===== src/rtl/muldiv_unit.sv =====
// muldiv_unit: iterative RV32M multiply/divide unit (shift-add multiplier, restoring divider).
// Optional MULDIV_FAST_MUL_EN: multiplies skip RUN and form the product combinationally in FIX.
module muldiv_unit #(
  parameter int unsigned XLEN = 32
) (
  input  logic            SYS_clk,
  input  logic            SYS_reset,
  input  logic            start,
  input  logic [2:0]      funct3,
  input  logic [XLEN-1:0] rs1_data,
  input  logic [XLEN-1:0] rs2_data,
  input  logic            flush,
  output logic            busy,
  output logic            done,
  output logic [XLEN-1:0] result
);

  localparam int unsigned CW = $clog2(XLEN + 1);
  localparam int unsigned DW = 2 * XLEN;

  typedef enum logic [1:0] {IDLE, RUN, FIX} state_t;

  state_t          state_q;
  logic [CW-1:0]   cnt_q;
  logic [2:0]      op_q;
  logic [XLEN-1:0] mcand_q;
  logic [DW-1:0]   acc_q;
  logic            neg_res_q;
  logic            neg_rem_q;
  logic            special_q;
  logic            done_q;
  logic [XLEN-1:0] result_q;

  logic            a_sgn, b_sgn, a_neg, b_neg;
  logic            div_zero, div_ovf, fast_go;
  logic [XLEN-1:0] mag_a, mag_b, spec_val;

  always_comb begin
    a_sgn    = (funct3 == 3'b000) || (funct3 == 3'b001) || (funct3 == 3'b010) ||
               (funct3 == 3'b100) || (funct3 == 3'b110);
    b_sgn    = (funct3 == 3'b000) || (funct3 == 3'b001) ||
               (funct3 == 3'b100) || (funct3 == 3'b110);
    a_neg    = a_sgn && rs1_data[XLEN-1];
    b_neg    = b_sgn && rs2_data[XLEN-1];
    mag_a    = a_neg ? -rs1_data : rs1_data;
    mag_b    = b_neg ? -rs2_data : rs2_data;
    div_zero = funct3[2] && (rs2_data == '0);
    div_ovf  = ((funct3 == 3'b100) || (funct3 == 3'b110)) &&
               (rs1_data == {1'b1, {(XLEN-1){1'b0}}}) && (rs2_data == '1);
    spec_val = '0;
    if (div_zero)
      spec_val = funct3[1] ? rs1_data : '1;
    else if (div_ovf)
      spec_val = funct3[1] ? '0 : rs1_data;
`ifdef MULDIV_FAST_MUL_EN
    fast_go  = !funct3[2];
`else
    fast_go  = 1'b0;
`endif
  end

  logic [XLEN:0]   sum;
  logic [XLEN:0]   rem_sh;
  logic [XLEN+1:0] diff;
  logic [DW-1:0]   mul_next, div_next, step_d;
  logic            unused_diff;

  always_comb begin
    sum      = {1'b0, acc_q[DW-1:XLEN]} + (acc_q[0] ? {1'b0, mcand_q} : '0);
    mul_next = {sum, acc_q[XLEN-1:1]};
    // Remainder is shifted one bit wider so the trial subtract never loses the carry-out.
    rem_sh   = acc_q[DW-1:XLEN-1];
    diff     = {1'b0, rem_sh} - {2'b00, mcand_q};
    div_next = diff[XLEN+1] ? {rem_sh[XLEN-1:0], acc_q[XLEN-2:0], 1'b0}
                            : {diff[XLEN-1:0],   acc_q[XLEN-2:0], 1'b1};
    step_d   = op_q[2] ? div_next : mul_next;
  end

  assign unused_diff = diff[XLEN];

  logic [DW-1:0]   prod, prod_s;
  logic [XLEN-1:0] quo_s, rem_s, res_d;

  always_comb begin
`ifdef MULDIV_FAST_MUL_EN
    prod   = op_q[2] ? acc_q : DW'(mcand_q) * DW'(acc_q[XLEN-1:0]);
`else
    prod   = acc_q;
`endif
    prod_s = neg_res_q ? -prod : prod;
    quo_s  = neg_res_q ? -acc_q[XLEN-1:0] : acc_q[XLEN-1:0];
    rem_s  = neg_rem_q ? -acc_q[DW-1:XLEN] : acc_q[DW-1:XLEN];
    res_d  = '0;
    if (special_q) begin
      res_d = acc_q[XLEN-1:0];
    end else begin
      case (op_q)
        3'b000:                 res_d = prod_s[XLEN-1:0];
        3'b001, 3'b010, 3'b011: res_d = prod_s[DW-1:XLEN];
        3'b100, 3'b101:         res_d = quo_s;
        default:                res_d = rem_s;
      endcase
    end
  end

  always_ff @(posedge SYS_clk or posedge SYS_reset) begin
    if (SYS_reset) begin
      state_q   <= IDLE;
      cnt_q     <= '0;
      op_q      <= '0;
      mcand_q   <= '0;
      acc_q     <= '0;
      neg_res_q <= 1'b0;
      neg_rem_q <= 1'b0;
      special_q <= 1'b0;
      done_q    <= 1'b0;
      result_q  <= '0;
    end else begin
      done_q <= 1'b0;
      if (flush) begin
        state_q <= IDLE;
      end else begin
        case (state_q)
          IDLE: begin
            if (start) begin
              op_q      <= funct3;
              mcand_q   <= funct3[2] ? mag_b : mag_a;
              neg_res_q <= a_neg ^ b_neg;
              neg_rem_q <= a_neg;
              cnt_q     <= CW'(XLEN);
              special_q <= div_zero || div_ovf;
              if (div_zero || div_ovf) begin
                acc_q   <= {{XLEN{1'b0}}, spec_val};
                state_q <= FIX;
              end else begin
                acc_q   <= {{XLEN{1'b0}}, (funct3[2] ? mag_a : mag_b)};
                state_q <= fast_go ? FIX : RUN;
              end
            end
          end
          RUN: begin
            acc_q <= step_d;
            cnt_q <= cnt_q - 1'b1;
            if (cnt_q == CW'(1))
              state_q <= FIX;
          end
          FIX: begin
            result_q <= res_d;
            done_q   <= 1'b1;
            state_q  <= IDLE;
          end
          default: state_q <= IDLE;
        endcase
      end
    end
  end

  assign busy   = (state_q != IDLE);
  assign done   = done_q;
  assign result = result_q;

endmodule


===== config.mk =====
export PLATFORM = sky130hd
export DESIGN_NAME = muldiv_unit
export DESIGN_NICKNAME = d
export VERILOG_FILES = /design/src/rtl/muldiv_unit.sv
export SDC_FILE = /design/constraint.sdc
export NUM_CORES = 1
export LEC_CHECK = 0
export BUFFER_PORTS_ARGS = -buffer_cell sky130_fd_sc_hd__buf_2
export CORE_MARGIN = 2
export CORE_UTILIZATION = 45
export DETAILED_ROUTE_END_ITERATION = 10
export PLACE_DENSITY = 0.64
export RECOVER_POWER = 50
export SLEW_MARGIN = 15
export SYNTH_ARGS = -nofsm -noshare
export SYNTH_HDL_FRONTEND = slang
export SYNTH_SLANG_ARGS = --single-unit
export TNS_END_PERCENT = 5

===== constraint.sdc =====
create_clock -name SYS_clk -period 9.5 [get_ports SYS_clk]
set_input_delay 1.9 -clock SYS_clk [delete_from_list [all_inputs] [get_ports SYS_clk]]
set_output_delay 1.9 -clock SYS_clk [all_outputs]
set_load 0.005 [all_outputs]

After elaboration in Yosys (flattened, before gate mapping)
Index checks and enable logic that the tools add are counted.
{"block": "word_totals", "regBits": 143, "output_inout_bits": 34, "elab_cells": 90}
{"block": "op_classes", "add_sub_neg": 8, "n_eq_ne": 17, "muxes": 28, "n_bitwise": 2, "reduce_logical": 25}
{"cell": "2-to-1 mux 32 bit", "n": 13}
{"cell": "2-to-1 mux 64 bit", "n": 4}
{"cell": "negator 32 bit", "n": 4}
{"cell": "one-hot mux 64 bit (2 select lines)", "n": 1}
{"cell": "one-hot mux 32 bit (3 select lines)", "n": 1}
{"cell": "equality test 32 bit, second input constant", "n": 2}
{"cell": "negator 64 bit", "n": 1}
{"cell": "subtractor 33 x 32 -> 34 bit", "n": 1}
{"cell": "adder 32 x 32 -> 33 bit", "n": 1}
{"cell": "logical NOT 32 bit", "n": 1}
{"cell": "equality test 3 bit, second input constant", "n": 4}
{"cell": "one-hot mux 6 bit (2 select lines)", "n": 1}
{"cell": "equality test 3 x 2 -> 1 bit, second input constant", "n": 3}
{"cell": "logical OR 1 bit", "n": 8}
{"cell": "2-to-1 mux 2 bit", "n": 4}
{"cell": "equality test 3 x 1 -> 1 bit, second input constant", "n": 2}
{"cell": "equality test 6 x 1 -> 1 bit, second input constant", "n": 1}
{"cell": "logical NOT 3 bit", "n": 2}
{"cell": "2-to-1 mux 6 bit", "n": 1}
{"cell": "!= test 3 bit, second input constant", "n": 2}
{"cell": "AND reduction 3 bit", "n": 2}
{"cell": "subtractor 6 x 1 -> 6 bit, second input constant", "n": 1}
{"cell": "logical AND 1 bit", "n": 5}
{"cell": "one-hot mux 2 bit (2 select lines)", "n": 1}
{"cell": "11 further kinds", "n": 14}

Logic depth before layout (Yosys ltp)
Gate-level depths: netlist of run 1.
{"block": "logic_depth", "ltp_word": 11, "mapped_depth": 14, "ltp_nobuf": 13}

Worst setup path before layout of run 1
OpenSTA, ideal clock, no wires.
{"block": "synth_path", "path_type": "input -> register", "from": "input port rs1_data[8]", "to": "register acc_q[10]", "arrival_time_ps": 4668, "required_time_ps": 9426, "slack_ps": 4757, "path_stages": 11, "n_path_buf": 3, "cell_sequence": "or4_1 -> buf_2 -> or4_4 -> or4_4 -> or2_1 -> buf_6 -> o21ai_4 -> buf_6 -> a21oi_1 -> a221o_1 -> o21ai_2"}
{"block": "synth_between", "elab_chain_len": 8, "word_cells_on_any_way": 12, "cone_classes": "add/sub: 1; eq/ne: 1; mux: 7; reduce/logical: 3"}
{"item": "start: declaration", "line": "10", "source": "input logic [XLEN-1:0] rs1_data,"}
{"item": "branches (longest 5 deep; another with negator 32 bit)"}
{"item": "2-to-1 mux 32 bit *", "line": "132", "source": "if (div_zero || div_ovf) begin"}
{"item": "2-to-1 mux 64 bit *", "line": "125", "source": "if (start) begin"}
{"item": "one-hot mux 64 bit (2 select lines) *", "line": "123", "source": "case (state_q)"}
{"item": "end signal: assignment", "line": "133", "source": "acc_q <= {{XLEN{1'b0}}, spec_val};"}
{"item": "end signal: assignment", "line": "136", "source": "acc_q <= {{XLEN{1'b0}}, (funct3[2] ? mag_a : mag_b)};"}
{"item": "end signal: assignment", "line": "142", "source": "acc_q <= step_d;"}
{"item": "end: declaration", "line": "27", "source": "logic [DW-1:0] acc_q;"}
Mark *: on every way between the ends. The select of a mux whose other input is x is not followed.
A chain may end at the register's enable or synchronous reset.

Final worst setup path of run 1
{"block": "layout_path", "from": "input port funct3[2]", "to": "register acc_q[31]"}
{"block": "layout_between", "elab_chain_len": 11, "word_cells_on_any_way": 26, "cone_classes": "eq/ne: 4; mux: 8; reduce/logical: 14"}
{"item": "start: declaration", "line": "9", "source": "input logic [2:0] funct3,"}
{"item": "equality test 3 x 1 -> 1 bit or logical NOT 3 bit (tied branches)", "line": "39, 41"}
{"item": "logical OR 1 bit", "line": "39, 41"}
{"item": "logical OR 1 bit (2 in a row)", "line": "39", "source": "a_sgn = (funct3 == 3'b000) || (funct3 == 3'b001) || (funct3 == 3'b010) ||"}
{"item": "logical OR 1 bit", "line": "40", "source": "(funct3 == 3'b100) || (funct3 == 3'b110);"}
{"item": "logical AND 1 bit", "line": "43", "source": "a_neg = a_sgn && rs1_data[XLEN-1];"}
{"item": "2-to-1 mux 32 bit", "line": "45", "source": "mag_a = a_neg ? -rs1_data : rs1_data;"}
{"item": "2-to-1 mux 32 bit", "line": "136"}
{"item": "2-to-1 mux 32 bit *", "line": "132"}
{"item": "2-to-1 mux 64 bit *", "line": "125"}
{"item": "one-hot mux 64 bit (2 select lines) *", "line": "123"}
Mark *: on every way between the ends. The rest lies on a longest branch, timed or not. The select of a mux whose other input is x is not followed.

==> reports/metrics.yaml, run 1 <==
timing:
  rsz0062_at_grt: "false"
  period_minus_slack_ns: 5.46
  finClkSkew_ns: 0.0172
  fmax_mhz: 183
  tightest_slew_ns: 3.68
  fin_crit_sh_pct: 57.5
  finalSetupViolations: 0
  drv_slew: 171
  finalHoldViolCount: 0
  slew-limit-headroom_pct: -147
  tns_ns: 0
clocking:
  clock_sinks: 143
  cts_root_buffer: "clkbuf_16"
  post_cts_resized: 0
  postCtsSetupBuffers: 0
  cts_tree: "yes"
  cts_buffer_depth: 2
  clkTransAtPathRegs_ns: 0.07
  cts_made_buffers: 17
  htreeDepth: 4
  ctsHoldBuffers: 0
  clk_latency_ns: 0.45
outcome:
  status: "complete, but fails checks"
  violations: "capacitance limit, slew limit"
placement:
  io_buffers: 104
  dp.cells: 2454
  place_hpwl_um: 42800
  place_congestion: 0.967
  placed_cell_area_um2: 15700
critical_path:
  required_ns: 9.80
  crit_top_cell: "buf_4"
  start_kind: "input port"
  critPathMaxStageDelay_ns: 0.76
  cp-startpoint: "funct3[2]"
  r2r-start: "acc_q[31]"
  regToRegSetupSlack_ns: 4.74
  worstPathMaxFanout: 90
  end_kind: "flop"
  crit_type: "input port to flop"
  r2r-end: "acc_q[62]"
  crit_end: "acc_q[31]"
  cp_cell_sequence: "buf_2, buf_4, inv_1, or4_1, nor2_1, nor2b_1, buf_4, a221oi_1, a211o_1, o21ai_0"
  arrival_ns: 5.76
  reg2reg_depth: 13
  crit_slowest_cell: "inv_1"
synth:
  async_flop_share_pct: 100
  synth_edf_count: 0
  synth-seq-cells: 143
  postSynthCellCount: 2032
  ys_warn_count: 0
  synth_cell_types: 75
  yosys_most_used_dff: "dfrtp_1"
  synth_area_um2: 15000
  syn-num-nets: 2176
  ys_seq_area_share_pct: 23.9
  synth_area_per_cell_um2: 7.38
global_routing:
  grt_max_degree: 91
  overflow: 0
  grt_pass1_vias: 14464
  antenna_found_initial: 0
  grt_first_pass_wirelength_um: 86700
  grt_usage_pct: 31.8
finish:
  nets: 2176
  drive_above_1_share_pct: 8.75
  fin_util_pct: 49.7
  area_growth_pct: 8.35
  diodes: 0
  final_area_um2: 16300
  layoutNonFillerInstCount: 2487
flow_run:
  max_cap_viol_count: 3
die:
  fp.dieW_um: 187
  rows: 66
  start_util_pct: 45.9
  die_area_um2: 34800
  ios: 105
  design.core.area_um2: 32700
  die_h_um: 187
drt:
  drtIter0Drc: 1752
  dr.pass1.iters: 8
  post_drt_wl_per_cell_um: 22.8
  routed_wl_um: 56600
  antenna_left: 0
  drcViolationCount: 0
  via_per_inst: 6.42
  vias: 15963
worst_hold_path:
  hold_start: "result[6]"
  hold_class: "flop to flop"
pwr:
  p_leak_uw: 0.00685
  ir_drop_mv: 0.196
  power.total_uw: 6090
  cellPowerDensity_nw_per_um2: 375
==> area by class of cell <==
class	count	area [um2]
fill	3309	16400
multi-input combinational	1671	10600
sequential	143	3580
timing repair buffer	127	668
tap	442	553
clock buffer	17	425
inverter	72	272
clock inverter	15	140
==> placed cells by master, fill, tap and decap left out, types with 70 or more instances in the layout <==
| cell | synthesis | layout |
|---|---|---|
| a21oi_1 | 209 | 209 |
| buf_2 | 3 | 90 |
| dfrtp_1 | 143 | 141 |
| ha_1 | 71 | 71 |
| inv_1 | 71 | 70 |
| nand2_1 | 215 | 215 |
| nor2_1 | 192 | 192 |
| o21ai_0 | 210 | 210 |
| xnor2_1 | 95 | 95 |
| xor2_1 | 90 | 90 |
==> stage by stage <==
| stage | setup slack, ns | hold WS [ns] |
|---|---|---|
| 6_report | 4.04 | 0.481 |
| 2_1_floorplan | 3.76 | 0.450 |
| 3_3_place_gp | 3.78 | 0.460 |
| 4_1_cts | 4.13 | 0.481 |
| 3_5_place_dp | 3.70 | 0.465 |
| 5_1_grt | 3.74 | 0.518 |
==> how the worst min path moves through the flow <==
stage | end | slack, ns | cells after the start
final | result[6] | 0.48 | 2
after global routing | result[31] | 0.52 | 2
after CTS | result[26] | 0.48 | 2
after detailed placement | result[26] | 0.47 | 2
after global placement | result[31] | 0.46 | 2
after floorplan | mcand_q[10] | 0.45 | 2
==> Yosys cell counts, types with 5 or more instances <==
| cell type | count | area, um2 |
|---|---|---|
| o22ai_1 | 16 | 100 |
| nor2_1 | 192 | 721 |
| o21ai_1 | 5 | 25.0 |
| o211ai_1 | 24 | 180 |
| o31ai_1 | 32 | 240 |
| nand2_1 | 215 | 807 |
| xnor2_1 | 95 | 832 |
| ha_1 | 71 | 888 |
| a211oi_1 | 32 | 240 |
| o211a_1 | 6 | 60.1 |
| o41ai_1 | 11 | 96.3 |
| and3_1 | 9 | 56.3 |
| nor2b_1 | 14 | 87.6 |
| a211o_1 | 11 | 96.3 |
| or2_2 | 10 | 62.6 |
| a21o_1 | 26 | 195 |
| a21oi_1 | 209 | 1050 |
| or3_1 | 29 | 181 |
| nor3_1 | 28 | 140 |
| nand3_1 | 34 | 170 |
| or4_1 | 18 | 135 |
| o31a_1 | 8 | 70.1 |
| a221o_1 | 8 | 80.1 |
| dfrtp_1 | 143 | 3580 |
| clkbuf_1 | 131 | 492 |
| o21ai_0 | 210 | 1050 |
| nand2b_1 | 12 | 75.1 |
| and4_1 | 6 | 52.6 |
| xor2_1 | 90 | 788 |
| a221oi_1 | 8 | 70.1 |
| o21bai_1 | 6 | 45.0 |
| inv_1 | 71 | 267 |
| and2_1 | 9 | 56.3 |
| nor4_1 | 14 | 87.6 |
| nand4_1 | 23 | 144 |
| o21a_1 | 19 | 143 |
| buf_1 | 9 | 33.8 |
| mux2i_1 | 51 | 510 |
| a22o_1 | 8 | 70.1 |
| a31oi_1 | 18 | 113 |
| a22oi_1 | 15 | 113 |
| o221ai_1 | 19 | 166 |
==> sequential cells by signal, summed over array words and instances, names as in the netlist <==
register   cells
special_q      1
op_q           3
neg_res_q      1
result        32
acc_q         64
state_q        2
neg_rem_q      1
mcand_q       32
done           1
cnt_q          6
==> layer usage <==
layer  wire [um]  GRT usage, %  vias up
met2       24700          48.7      827
met4        2610          13.8        0
met5           0             0        -
met3        4640          5.00      150
met1       24600          44.4     7588
li1            -             -     7398
==> critical path: cells and delay by family <==
family / cells / cell delay [ns]
buffers and inverters: 4 / 1.71
AND/OR/NAND/NOR: 3 / 1.57
AO/OA/AOI/OAI: 3 / 0.54
==> where the power goes <==
part	switching (uW)	leakage, uW	internal [uW]	total (uW)
clock	331	0.000271	348	679
sequential	547	0.00181	881	1430
combinational	2450	0.00477	1530	3980
==> kinds of logic (layout without fill, tap and decap cells) <==
group	Yosys count	in the layout	share of synthesized area, %
compound gates	720	720	29.8
simple gates	638	638	20.1
buf+inv	218	231	5.59
xor+xnor	185	185	10.8
flops	143	143	23.9
fa+ha+maj	73	73	6.19
mux	55	55	3.70
(Power assumes the default switching activity.)
==> run 2, diff against run 1 <==
--- a/config.mk
+++ b/config.mk
@@ -9,7 +9,7 @@
 export CORE_MARGIN = 2
 export CORE_UTILIZATION = 45
 export DETAILED_ROUTE_END_ITERATION = 10
-export PLACE_DENSITY = 0.64
+export PLACE_DENSITY = 0.67
 export RECOVER_POWER = 50
 export SLEW_MARGIN = 15
 export SYNTH_ARGS = -nofsm -noshare
==> constraint.sdc (replaced) <==
create_clock -name SYS_clk -period 4.8 [get_ports SYS_clk]
set_input_delay 0.96 -clock SYS_clk [delete_from_list [all_inputs] [get_ports SYS_clk]]
set_output_delay 0.96 -clock SYS_clk [all_outputs]
set_load 0.005 [all_outputs]
==> run 2 against run 1 <==
Against the previous run:
- the flow still finishes with violations (capacitance limit, slew limit)
- wire length grew 1.8%
- count of clock-buffer cells in the layout is 1 higher
- global-route usage grew 0.62 points
- die area unchanged
- utilization up 1.0 points
- clock power is 120% higher
- sequential share of layout area decreased by 0.46 points
- critical endpoint is now acc_q[62]
- largest power group unchanged
==> reports/metrics.yaml, run 2 (same netlist as run 1, synthesis figures left out) <==
die:
  ios: 105
  rows: 66
  design.core.area_um2: 32700
  start_util_pct: 45.9
  die_h_um: 187
  fp.dieW_um: 187
  die_area_um2: 34800
timing:
  tightest_slew_ns: 3.34
  finalSetupViolations: 0
  finalHoldViolCount: 0
  slew-limit-headroom_pct: -123
  fmax_mhz: 230
  fin_crit_sh_pct: 90.7
  drv_slew: 80
  finClkSkew_ns: 0.0145
  hold_slack_ns: 0.481
  period_minus_slack_ns: 4.36
  tns_ns: 0
  rsz0062_at_grt: "false"
finish:
  nFillCells: 3349
  nets: 2209
  layoutNonFillerInstCount: 2521
  final_cell_mix: "nand2_1 (215), o21ai_0 (210), a21oi_1 (209)"
  regMostFlops: "acc_q"
  mostFrequentLayoutCell: "nand2_1"
  area_growth_pct: 10.6
  largest_reg_flops: 64
  drive_above_1_share_pct: 10.6
drt:
  post_drt_wl_per_cell_um: 22.9
  drtIter0Drc: 1874
  dr.pass1.iters: 5
  routed_wl_um: 57600
  antenna_left: 0
  via_per_inst: 6.36
  drcViolationCount: 0
  vias: 16044
critical_path:
  crit_type: "flop to flop"
  r2r-end: "acc_q[62]"
  start_kind: "flop"
  critPathMaxStageDelay_ns: 0.57
  cp_cell_sequence: "inv_1, ha_1, inv_1, fa_1, a211oi_1, o21ai_0, a211oi_1, buf_4, o311ai_0, a21o_1, a22o_1, or3_1, a211o_1, a22o_1"
  r2r-start: "acc_q[31]"
  crit_slowest_cell: "dfrtp_1"
  worstPathMaxFanout: 7
  end_kind: "flop"
  arrival_ns: 4.69
  required_ns: 5.14
  reg2reg_depth: 14
  regToRegSetupSlack_ns: 0.44
placement:
  dp.cells: 2488
  place_hpwl_um: 44000
  place_congestion: 1.03
  io_buffers: 104
clocking:
  cts_buffer_depth: 2
  clk_latency_ns: 0.46
  clkTransAtPathRegs_ns: 0.06
  cts_tree: "yes"
  htreeDepth: 4
  clock_sinks: 143
  cts_made_buffers: 17
  postCtsSetupBuffers: 0
  cts_root_buffer: "clkbuf_16"
  ctsHoldBuffers: 0
  post_cts_resized: 0
global_routing:
  busiest_layer: "met2"
  met2_usage_pct: 50.2
  overflow: 0
  grt_max_degree: 81
  met3_usage_pct: 5.53
  met1_usage_pct: 44.3
  antenna_found_initial: 1
  grt_usage_pct: 32.4
  grt_pass1_vias: 14918
  grt_first_pass_wirelength_um: 88900
pwr:
  cellPowerDensity_nw_per_um2: 747
  ir_drop_mv: 0.314
  power.total_uw: 12400
  p_leak_uw: 0.00709
worst_hold_path:
  hold_path_depth: 2
  hold_class: "flop to flop"
  hold_start: "mcand_q[18]"
  whs_endpoint: "mcand_q[18]"
outcome:
  status: "complete, but fails checks"
  violations: "capacitance limit, slew limit"
flow_run:
  max_cap_viol_count: 1
run 2: cell count changes in the layout (fill, tap and decap cells not counted), sizes merged:
cell | previous run | this run
buf | 112 | 155
diode | 0 | 1
clkinvlp | 4 | 3
clkinv | 3 | 4
inv | 80 | 76
clkbuf | 32 | 23
bufinv | 0 | 3
run 2: worst max-delay path by stage:
stage	start	end
floorplan	SYS_reset	acc_q[0]
global placement	rs2_data[16]	acc_q[8]
detailed placement	rs2_data[16]	acc_q[8]
CTS	acc_q[31]	acc_q[62]
global route	acc_q[31]	acc_q[62]
finish	acc_q[31]	acc_q[62]
run 2: metal layers:
layer	vias to the layer above	part of all wire, %
li1	7442	-
met2	853	44
met1	7590	43
met5	-	0
met4	0	4.7
met3	159	8.4
run 2: stage by stage:
stage / worst slack (ns) / instance area (um2) / utilization [%]
final: 0.445 / 16600 / 50.7
after global placement: 0.467 / 16000 / 48.9
after detailed placement: 0.322 / 16000 / 48.9
after global routing: 0.247 / 16600 / 50.7
after CTS: 0.555 / 16600 / 50.8
after floorplan: 0.00207 / 15000 / -
run 2: layout make-up:
cell class / instances / area, um2 / area share [%]
tap: 442 / 553 / 3.33
antenna: 1 / 2.50 / 0.0151
clock buffer: 18 / 439 / 2.65
clock inverter: 14 / 179 / 1.08
sequential: 143 / 3580 / 21.6
multi-input combinational: 1671 / 10600 / 63.9
timing repair buffer: 160 / 960 / 5.78
inverter: 72 / 270 / 1.63
run 2: report_power, final:
group | total [uW] | internal (uW) | switching [uW]
logic | 8250 | 3190 | 5060
clock network | 1460 | 840 | 615
registers | 2680 | 1740 | 939
run 2: critical path: cells and delay by family (launching register included):
kind | cells | cell delay [ns]
adders and majority gates | 2 | 0.67
DFF | 1 | 0.57
and+or+nand+nor | 1 | 0.30
buffers and inverters | 3 | 0.58
AOI/OAI and AO/OA | 8 | 2.11
